[src/rtl/conv_tile_scheduler.sv]
// conv_tile_scheduler: credit-gated tile issue to the convolution engine,
// in-order result capture into a show-ahead FIFO, and frame completion/watchdog.
module conv_tile_scheduler #(
    parameter int OFM_W        = 13,
    parameter int MAX_INFLIGHT = 4,
    parameter int CNT_W        = 8,
    parameter int TIMEOUT      = 255
) (
    input  logic             clk,
    input  logic             rst,
    input  logic             start,
    input  logic [CNT_W-1:0] cfg_tiles,
    input  logic             tile_valid,
    output logic             tile_ready,
    output logic             eng_in_valid,
    input  logic             eng_out_valid,
    input  logic [OFM_W-1:0] eng_ofm,
    output logic             res_valid,
    input  logic             res_ready,
    output logic [OFM_W-1:0] res_data,
    output logic [CNT_W-1:0] res_index,
    output logic             busy,
    output logic             done,
    output logic             err_timeout,
    output logic             err_spurious
);
    localparam int AW = $clog2(MAX_INFLIGHT);
    localparam int WW = $clog2(TIMEOUT + 1);
    typedef enum logic [2:0] {IDLE, RUN, DRAIN, DONE, ERR} state_t;
    state_t           state, state_d;
    logic [CNT_W-1:0] total, issued, returned, inflight;
    logic [WW-1:0]    wd;
    logic [AW:0]      fifo_count;
    logic [AW-1:0]    wr_ptr, rd_ptr;
    logic [OFM_W-1:0] mem_data [MAX_INFLIGHT];
    logic [CNT_W-1:0] mem_idx [MAX_INFLIGHT];
    logic [CNT_W:0]   credit_used;
    logic             spur_q, push, pop, relatch, active;

    assign inflight     = issued - returned;
    // Buffered results hold credit too, so the unstallable engine can never overflow the FIFO
    assign credit_used  = {1'b0, inflight} + (CNT_W+1)'(fifo_count);
    assign active       = state == RUN || state == DRAIN;
    assign tile_ready   = state == RUN && credit_used < (CNT_W+1)'(MAX_INFLIGHT);
    assign eng_in_valid = tile_valid && tile_ready;
    assign push         = eng_out_valid && inflight != '0;
    assign res_valid    = fifo_count != '0;
    assign pop          = res_valid && res_ready;
    assign res_data     = res_valid ? mem_data[rd_ptr] : '0;
    assign res_index    = res_valid ? mem_idx[rd_ptr] : '0;
    assign busy         = active;
    assign done         = state == DONE;
    assign err_timeout  = state == ERR;
    assign err_spurious = spur_q;

    always_comb begin
        state_d = state;
        relatch = 1'b0;
        if (active && wd == WW'(TIMEOUT)) state_d = ERR;
        else if ((state == IDLE || state == ERR) && start) begin
            state_d = cfg_tiles == '0 ? DONE : RUN;
            relatch = cfg_tiles != '0;
        end
        else if (state == RUN && issued + CNT_W'(eng_in_valid) == total) state_d = DRAIN;
        else if (state == DRAIN && returned == total && fifo_count == '0) state_d = DONE;
        else if (state == DONE) state_d = IDLE;
    end

    always_ff @(posedge clk) begin
        if (rst) begin
            state      <= IDLE;
            total      <= '0;
            issued     <= '0;
            returned   <= '0;
            wd         <= '0;
            fifo_count <= '0;
            wr_ptr     <= '0;
            rd_ptr     <= '0;
            spur_q     <= 1'b0;
        end else begin
            state      <= state_d;
            spur_q     <= eng_out_valid && inflight == '0;
            total      <= relatch ? cfg_tiles : total;
            issued     <= relatch ? '0 : issued + CNT_W'(eng_in_valid);
            returned   <= relatch ? '0 : returned + CNT_W'(push);
            wd         <= (!active || push || inflight == '0) ? '0 : wd + 1'b1;
            fifo_count <= fifo_count + (AW+1)'(push) - (AW+1)'(pop);
            wr_ptr     <= wr_ptr + AW'(push);
            rd_ptr     <= rd_ptr + AW'(pop);
        end
    end

    always_ff @(posedge clk) begin
        if (push) begin
            mem_data[wr_ptr] <= eng_ofm;
            mem_idx[wr_ptr]  <= returned;
        end
    end
endmodule
[config.mk]
export PLATFORM = sky130hd
export DESIGN_NAME = conv_tile_scheduler
export DESIGN_NICKNAME = d
export VERILOG_FILES = /design/src/rtl/conv_tile_scheduler.sv
export SDC_FILE = /design/constraint.sdc
export NUM_CORES = 1
export LEC_CHECK = 0
export ABC_AREA = 1
export CORE_MARGIN = 10
export CORE_UTILIZATION = 50
export DETAILED_ROUTE_END_ITERATION = 10
export PLACE_DENSITY = 0.73
export SLEW_MARGIN = 20
export SYNTH_ARGS = -nofsm -noshare
export SYNTH_HDL_FRONTEND = slang
export SYNTH_SLANG_ARGS = --single-unit
[constraint.sdc]
create_clock -name clk -period 4.1 [get_ports clk]
set_input_delay 0.615 -clock clk [delete_from_list [all_inputs] [get_ports clk]]
set_output_delay 0.615 -clock clk [all_outputs]
set_load 0.005 [all_outputs]
==> key figures, run 1 <==
Clocking
  • CTS Sinks: 127
  • Number of buffers inserted by hold repair at cts: 0
  • CTS tree: yes
  • Depth of the CTS H-tree: 4
  • CTS-repair resized insts: 0
  • Post-CTS setup buffers: 0
  • Worst skew pair latency: 410 ps
  • Total CTS buffers: 17
  • Root buf cell: clkbuf_16
  • Worst-path clk slew: 60 ps
  • Clock buffer depth: 2

Final layout
  • Post-layout util: 64.1%
  • Area delta synth->final: 23.4%
  • Final instance area: 0.00704 sq mm
  • Final Net Count: 701
  • FILL cells: 871
  • Register area: 0.00339 sq mm
  • Most frequent cells in the layout: 132 x nor2_1, 84 x edfxtp_1, 67 x nand2_1
  • Number of diodes: 0
  • Commonest non-fill, non-tap cell in the layout: nor2_1
  • Area of the multi-input gates: 0.00207 sq mm
  • Share of cells above drive strength 1: 8.10%

Global route
  • First-pass GRT wire length: 20.5 mm
  • Largest net degree at the start of global routing: 43
  • GR Util All Layers: 15.6%
  • Vias in the first global route: 4294
  • GRT Residual Overflow: 0
  • Initial antenna violation count: 0

Synthesis
  • Synth cell types: 31
  • Cells after synthesis: 594
  • Synthesized flop and latch total: 127
  • Post-synthesis average cell area: 9.61 sq um
  • Largest area contributor in the netlist: edfxtp_1
  • Yosys warns: 0
  • Post-Syn Nets: 641
  • Synth top area share: 44.2%
  • Mapped Area: 0.00571 sq mm
  • Sequential area share after synthesis: 59.3%
  • Top cells by area, synth: edfxtp_1 44%, dfxtp_1 15%, nor2_1 8.9%

Power and ir drop
  • Total chip power: 4.78 mW
  • PwrDens: 679 mW/mm^2
  • Leakage power: 2.70 nW
  • Max rail drop VDD: 323 uV

Run
  • Max-cap violations: 0

STA
  • Post-route minimum period: 3740 ps
  • Final Hold Viols: 0
  • Final setup violation count: 0
  • Final WS setup: 365 ps
  • Setup_tns: 0 ps
  • Worst-margin pin slew: 897 ps
  • Worst slew margin: 40.1%
  • Clock Skews: 6.12 ps
  • Fin crit share: 91.1%
  • Max Clk Rate: 268 MHz
  • Slew Limit Fails: 0
  • RSZ-0062 raised after global routing: no

Critical path
  • Worst setup EP type: primary output
  • Crit path required time: 3480 ps
  • Worst Path Max Fanout: 9
  • Critical path class: reg2out
  • Worst EP arrival: 3120 ps
  • CP Launch Type: register

Drt
  • DR vias: 4292
  • Top layer in use: met4
  • Drt wl/cell: 15.4 um
  • Post-DR vias/cell: 5.32
  • Wl on met1: 5.48 mm
  • Residual DRC: 0
  • Final ANT Viol Nets: 0
  • Routed length on met2: 5.98 mm
  • Routed Wire Length: 12.4 mm
  • Initial drt markers: 345
  • DR WL met3: 852 um
  • Pre-antenna DRT Iters: 5

Placed design
  • Gpl congestion: 0.876
  • Setup WS pre-CTS: 379 ps
  • DPL Wire Length: 8.04 mm
  • Placed instance area: 0.00640 sq mm
  • PortBufs: 54

Floorplan
  • Die extent in y: 127 um
  • DIE AREA: 0.0161 sq mm
  • Initial Util: 51.9%
  • IO Count: 55
  • Chip Width: 127 um
  • Num rows: 38
  • CORE AREA: 0.0110 sq mm

Min path
  • Min-Delay Path Class: reg2reg

Status
  • Outcome: completed
metrics by stage:
step | hold WS [ps] | cells
after global placement | 437 | 775
after floorplan | 428 | 594
final | 454 | 807
after CTS | 461 | 807
after global routing | 491 | 807
after detailed placement | 449 | 775
state kept, by name (all words and copies together), names as in the netlist:
| register | cells |
|---|---|
| returned | 8 |
| mem_data | 52 |
| wr_ptr | 2 |
| fifo_count | 3 |
| issued | 8 |
| total | 8 |
| wd | 8 |
| mem_idx | 32 |
| state | 3 |
| rd_ptr | 2 |
| err_spurious | 1 |
path summary, 6_finish.rpt:
check | from | endpoint | slack, ps | cells after the start
setup / recovery | returned[2]$_SDFF_PP0_ | eng_in_valid | 360 | 10
hold reg to reg | wd[0]$_SDFF_PP0_ | wd[0]$_SDFF_PP0_ | 450 | 1
setup reg to reg | returned[2]$_SDFF_PP0_ | state[1]$_SDFFE_PP0P_ | 480 | 23
hold / removal | wd[0]$_SDFF_PP0_ | wd[0]$_SDFF_PP0_ | 450 | 1
layer usage:
| metal | vias up | GRT usage [%] |
|---|---|---|
| met5 | - | 0 |
| met4 | 0 | 4.62 |
| met3 | 10 | 5.62 |
| met2 | 130 | 26.3 |
| met1 | 2035 | 18.3 |
| li1 | 2117 | - |
synthesized netlist by cell type:
library cell and number:
nor2_1 136, edfxtp_1 84, nand2_1 67, inv_1 50, o21ai_0 48, dfxtp_1 43, a21oi_1 41, nand3_1 23
ha_1 18, clkbuf_1 14, xor2_1 14, xnor2_1 10, nand4_1 8, nor3_1 5, o21bai_1 4, nor2_2 3
nor3b_1 3, o21ai_1 3, buf_1 2, buf_2 2, fa_1 2, nand2_4 2, nand3b_1 2, nor4_1 2
or2_2 2, a21o_1 1, buf_4 1, inv_2 1, nand2_2 1, nand3_2 1, o211ai_1 1
critical path, cell delays in order, from the launching register on:
cell and delay, ps:
dfxtp_1 490, inv_1 140, ha_1 380, xor2_1 210, ha_1 260, nor3_1 120
nand2_1 70, nor2_1 90, nand4_1 140, nor3b_2 250, clkdlybuf4s50_1 560
area by class of cell:
cell class              instances  area share, %
well taps                     140           2.49
multi-input cells             397           29.4
clock inverters                14           2.93
clock buffers                  18           6.09
repair buffers                 60           8.32
flip-flops and latches        127           48.1
inverters                      51           2.72
report_power, final:
group	switching, mW	leakage [nW]	internal (mW)
logic	0.825	1.27	0.626
clock network	0.571	0.300	1.03
registers	0.113	1.13	1.61
total	1.51	2.70	3.27
cells by family (layout without fill, tap and decap cells):
family,Yosys count,after routing,synth area share (%)
AND/OR/NAND/NOR,255,255,18.8
flip-flops,127,127,59.3
AO/OA/AOI/OAI,98,98,8.86
buffers and inverters,70,143,4.71
XOR/XNOR,24,24,3.68
adder cells (fa/ha/maj),20,20,4.65
(Power assumes the default switching activity.)
==> inputs of run 2 (changes only) <==
==> constraint.sdc (replaced) <==
create_clock -name clk -period 4.1 [get_ports clk]
set_input_delay 0.615 -clock clk [delete_from_list [all_inputs] [get_ports clk]]
set_output_delay 0.615 -clock clk [all_outputs]
set_load 0.01 [all_outputs]
==> run 2 against run 1 <==
Compared with the run above: utilization fell by 0.14 points; worst setup slack worse by 55 ps; clock-buffer cell count is 1 lower; clock power down 4%; via count shrank 1.2%; register-to-register slack worse by 40 ps; routed wire length grew 0.60%; hold slack gained 3.5 ps; die area did not move; largest cell class unchanged.
==> key figures, run 2 (synthesis gave the netlist of run 1 again) <==
STA
  • Worst hold slack: 458 ps (+3.48 ps)
  • Worst slew margin: 41.6% (+1.5 points)
  • Slew Limit Fails: 0 (unchanged)
  • Final Hold Viols: 0 (unchanged)
  • Fin crit share: 92.4% (+1.3 points)
  • Post-route minimum period: 3790 ps (+55.2 ps)
  • Clock Skews: 8.98 ps (+2.86 ps)
  • Max Clk Rate: 264 MHz (-1.5%)
  • Final setup violation count: 0 (unchanged)
  • Worst-margin pin slew: 875 ps (-22.5 ps)

Critical path
  • FF-to-FF Start: returned[0]$_SDFF_PP0_
  • Worst EP arrival: 3180 ps (+60 ps)
  • FF-to-FF End: state[1]$_SDFFE_PP0P_
  • R2R Setup Slk: 440 ps (-40 ps)
  • Worst setup EP type: primary output
  • CP Launch Type: register
  • Reg2Reg Depth: 24 (+4.3%)
  • Worst Path Max Fanout: 8 (-1)
  • Critical path class: reg2out
  • Crit path required time: 3480 ps (about the same)

Power and ir drop
  • PwrDens: 680 mW/mm^2 (+0.21%)
  • Leakage power: 2.70 nW (about the same)
  • Total chip power: 4.78 mW (about the same)
  • Max rail drop VDD: 346 uV (+7.2%)

Clocking
  • Root buf cell: clkbuf_16
  • CTS tree: yes
  • CTS Sinks: 127 (unchanged)
  • Clock buffer depth: 2 (unchanged)
  • Post-CTS setup buffers: 0 (unchanged)
  • Depth of the CTS H-tree: 4 (unchanged)
  • Worst-path clk slew: 60 ps (about the same)
  • Total CTS buffers: 17 (unchanged)
  • Worst skew pair latency: 400 ps (about the same)

Final layout
  • Area of the multi-input gates: 0.00208 sq mm (+0.36%)
  • Max FFs per register: 52 (unchanged)
  • Most frequent cells in the layout: 132 x nor2_1, 84 x edfxtp_1, 67 x nand2_1
  • Final Non-Filler Cells: 807 (unchanged)
  • Post-layout util: 64.0% (-0.14 points)
  • Most flops, register: mem_data
  • Final Net Count: 702 (+0.14%)
  • Share of cells above drive strength 1: 8.40% (+0.30 points)
  • Number of diodes: 0 (unchanged)
  • Area delta synth->final: 23.2%
  • Register area: 0.00339 sq mm (unchanged)
  • Commonest non-fill, non-tap cell in the layout: nor2_1
  • FILL cells: 869 (-0.23%)
  • Biggest regs: mem_data (52), mem_idx (32)

Floorplan
  • Chip Width: 127 um (unchanged)
  • IO Count: 55 (unchanged)
  • CORE AREA: 0.0110 sq mm (unchanged)
  • Initial Util: 51.9% (unchanged)
  • Die extent in y: 127 um (unchanged)
  • DIE AREA: 0.0161 sq mm (unchanged)
  • Num rows: 38 (unchanged)

Drt
  • Final ANT Viol Nets: 0 (unchanged)
  • Residual DRC: 0 (unchanged)
  • Initial drt markers: 291 (-16%)
  • Post-DR vias/cell: 5.26 (-1.2%)
  • Pre-antenna DRT Iters: 5 (unchanged)
  • Drt wl/cell: 15.4 um (+0.60%)
  • Routed Wire Length: 12.5 mm (+0.60%)
  • DR vias: 4241 (-1.2%)

Status
  • Outcome: completed

Placed design
  • PortBufs: 54 (unchanged)
  • Placed Cells incl. Taps: 776 (+0.13%)
  • Gpl congestion: 0.875 (about the same)
  • DPL Wire Length: 8.07 mm (+0.38%)

Min path
  • Hold Path End: wd[0]$_SDFF_PP0_
  • Hold path cells: 1 (unchanged)
  • Min-Delay Path Class: reg2reg
  • HP Start: wd[0]$_SDFF_PP0_

Global route
  • GR Util All Layers: 15.3% (-0.32 points)
  • GRT Residual Overflow: 0 (unchanged)
  • First-pass GRT wire length: 20.1 mm (-1.9%)
  • Initial antenna violation count: 0 (unchanged)
  • Vias in the first global route: 4245 (-1.1%)
  • Largest net degree at the start of global routing: 43 (unchanged)

Run
  • Max-cap violations: 0 (unchanged)
## run 2: cell types whose count changed in the layout (fill, tap and decap cells not counted)
cell	before	now
inv_8	1	0
clkinv_2	0	1
clkinv_4	3	2
xor2_2	0	1
bufinv_16	4	3
inv_6	3	6
buf_4	6	7
clkbuf_1	1	0
xor2_1	14	13
clkinvlp_4	3	2
## run 2: worst max-delay path by stage
stage,cells after the start,to,from
final,11,eng_in_valid,returned[0]$_SDFF_PP0_
after global routing,24,state[1]$_SDFFE_PP0P_,returned[0]$_SDFF_PP0_
after CTS,11,eng_in_valid,returned[0]$_SDFF_PP0_
after detailed placement,24,state[1]$_SDFFE_PP0P_,returned[0]$_SDFF_PP0_
after global placement,24,state[1]$_SDFFE_PP0P_,returned[0]$_SDFF_PP0_
after floorplan,24,state[1]$_SDFFE_PP0P_,returned[0]$_SDFF_PP0_
## run 2: what timing repair did
item,CTS,global route
gates resized for setup,0,4
hold buffers,0,0
endpoints found under the setup margin,0,4
## run 2: power breakdown
part | switching, mW | internal [mW]
clock network | 0.564 | 0.964
registers | 0.0877 | 1.61
logic | 0.914 | 0.634
## run 2: layer usage
metal	vias to the layer above	GRT usage, %	wire (um)
met5	-	0	0
met4	0	5.43	158
met3	15	4.75	628
met2	109	25.3	6160
met1	2001	18.5	5520
li1	2116	-	-
## run 2: final cells by class
cell class                      instances  area share, %
Inverter                               51           2.72
Multi-Input combinational cell        397           29.5
Sequential cell                       127           48.2
Clock inverter                         14           2.56
Clock buffer                           17           6.05
Tap cell                              140           2.49
Timing Repair Buffer                   61           8.44
## run 2: through the flow
| step | setup TNS [ps] | setup slack, ps | cell area, sq um |
|---|---|---|---|
| after floorplan | 0 | 526 | 5710 |
| after global placement | 0 | 500 | 6410 |
| after detailed placement | 0 | 322 | 6410 |
| after CTS | 0 | 136 | 7010 |
| after global routing | -36.2 | -36.2 | 7030 |
| final | 0 | 310 | 7030 |
## run 2: worst max-delay path: stages (launching register included)
cell	delay, ps
dfxtp_2	380
ha_1	150
inv_1	60
fa_1	450
xor2_2	190
ha_1	280
nor3_1	140
nand2_1	70
nor2_1	80
nand4_1	140
nor3b_2	240
clkdlybuf4s50_1	600
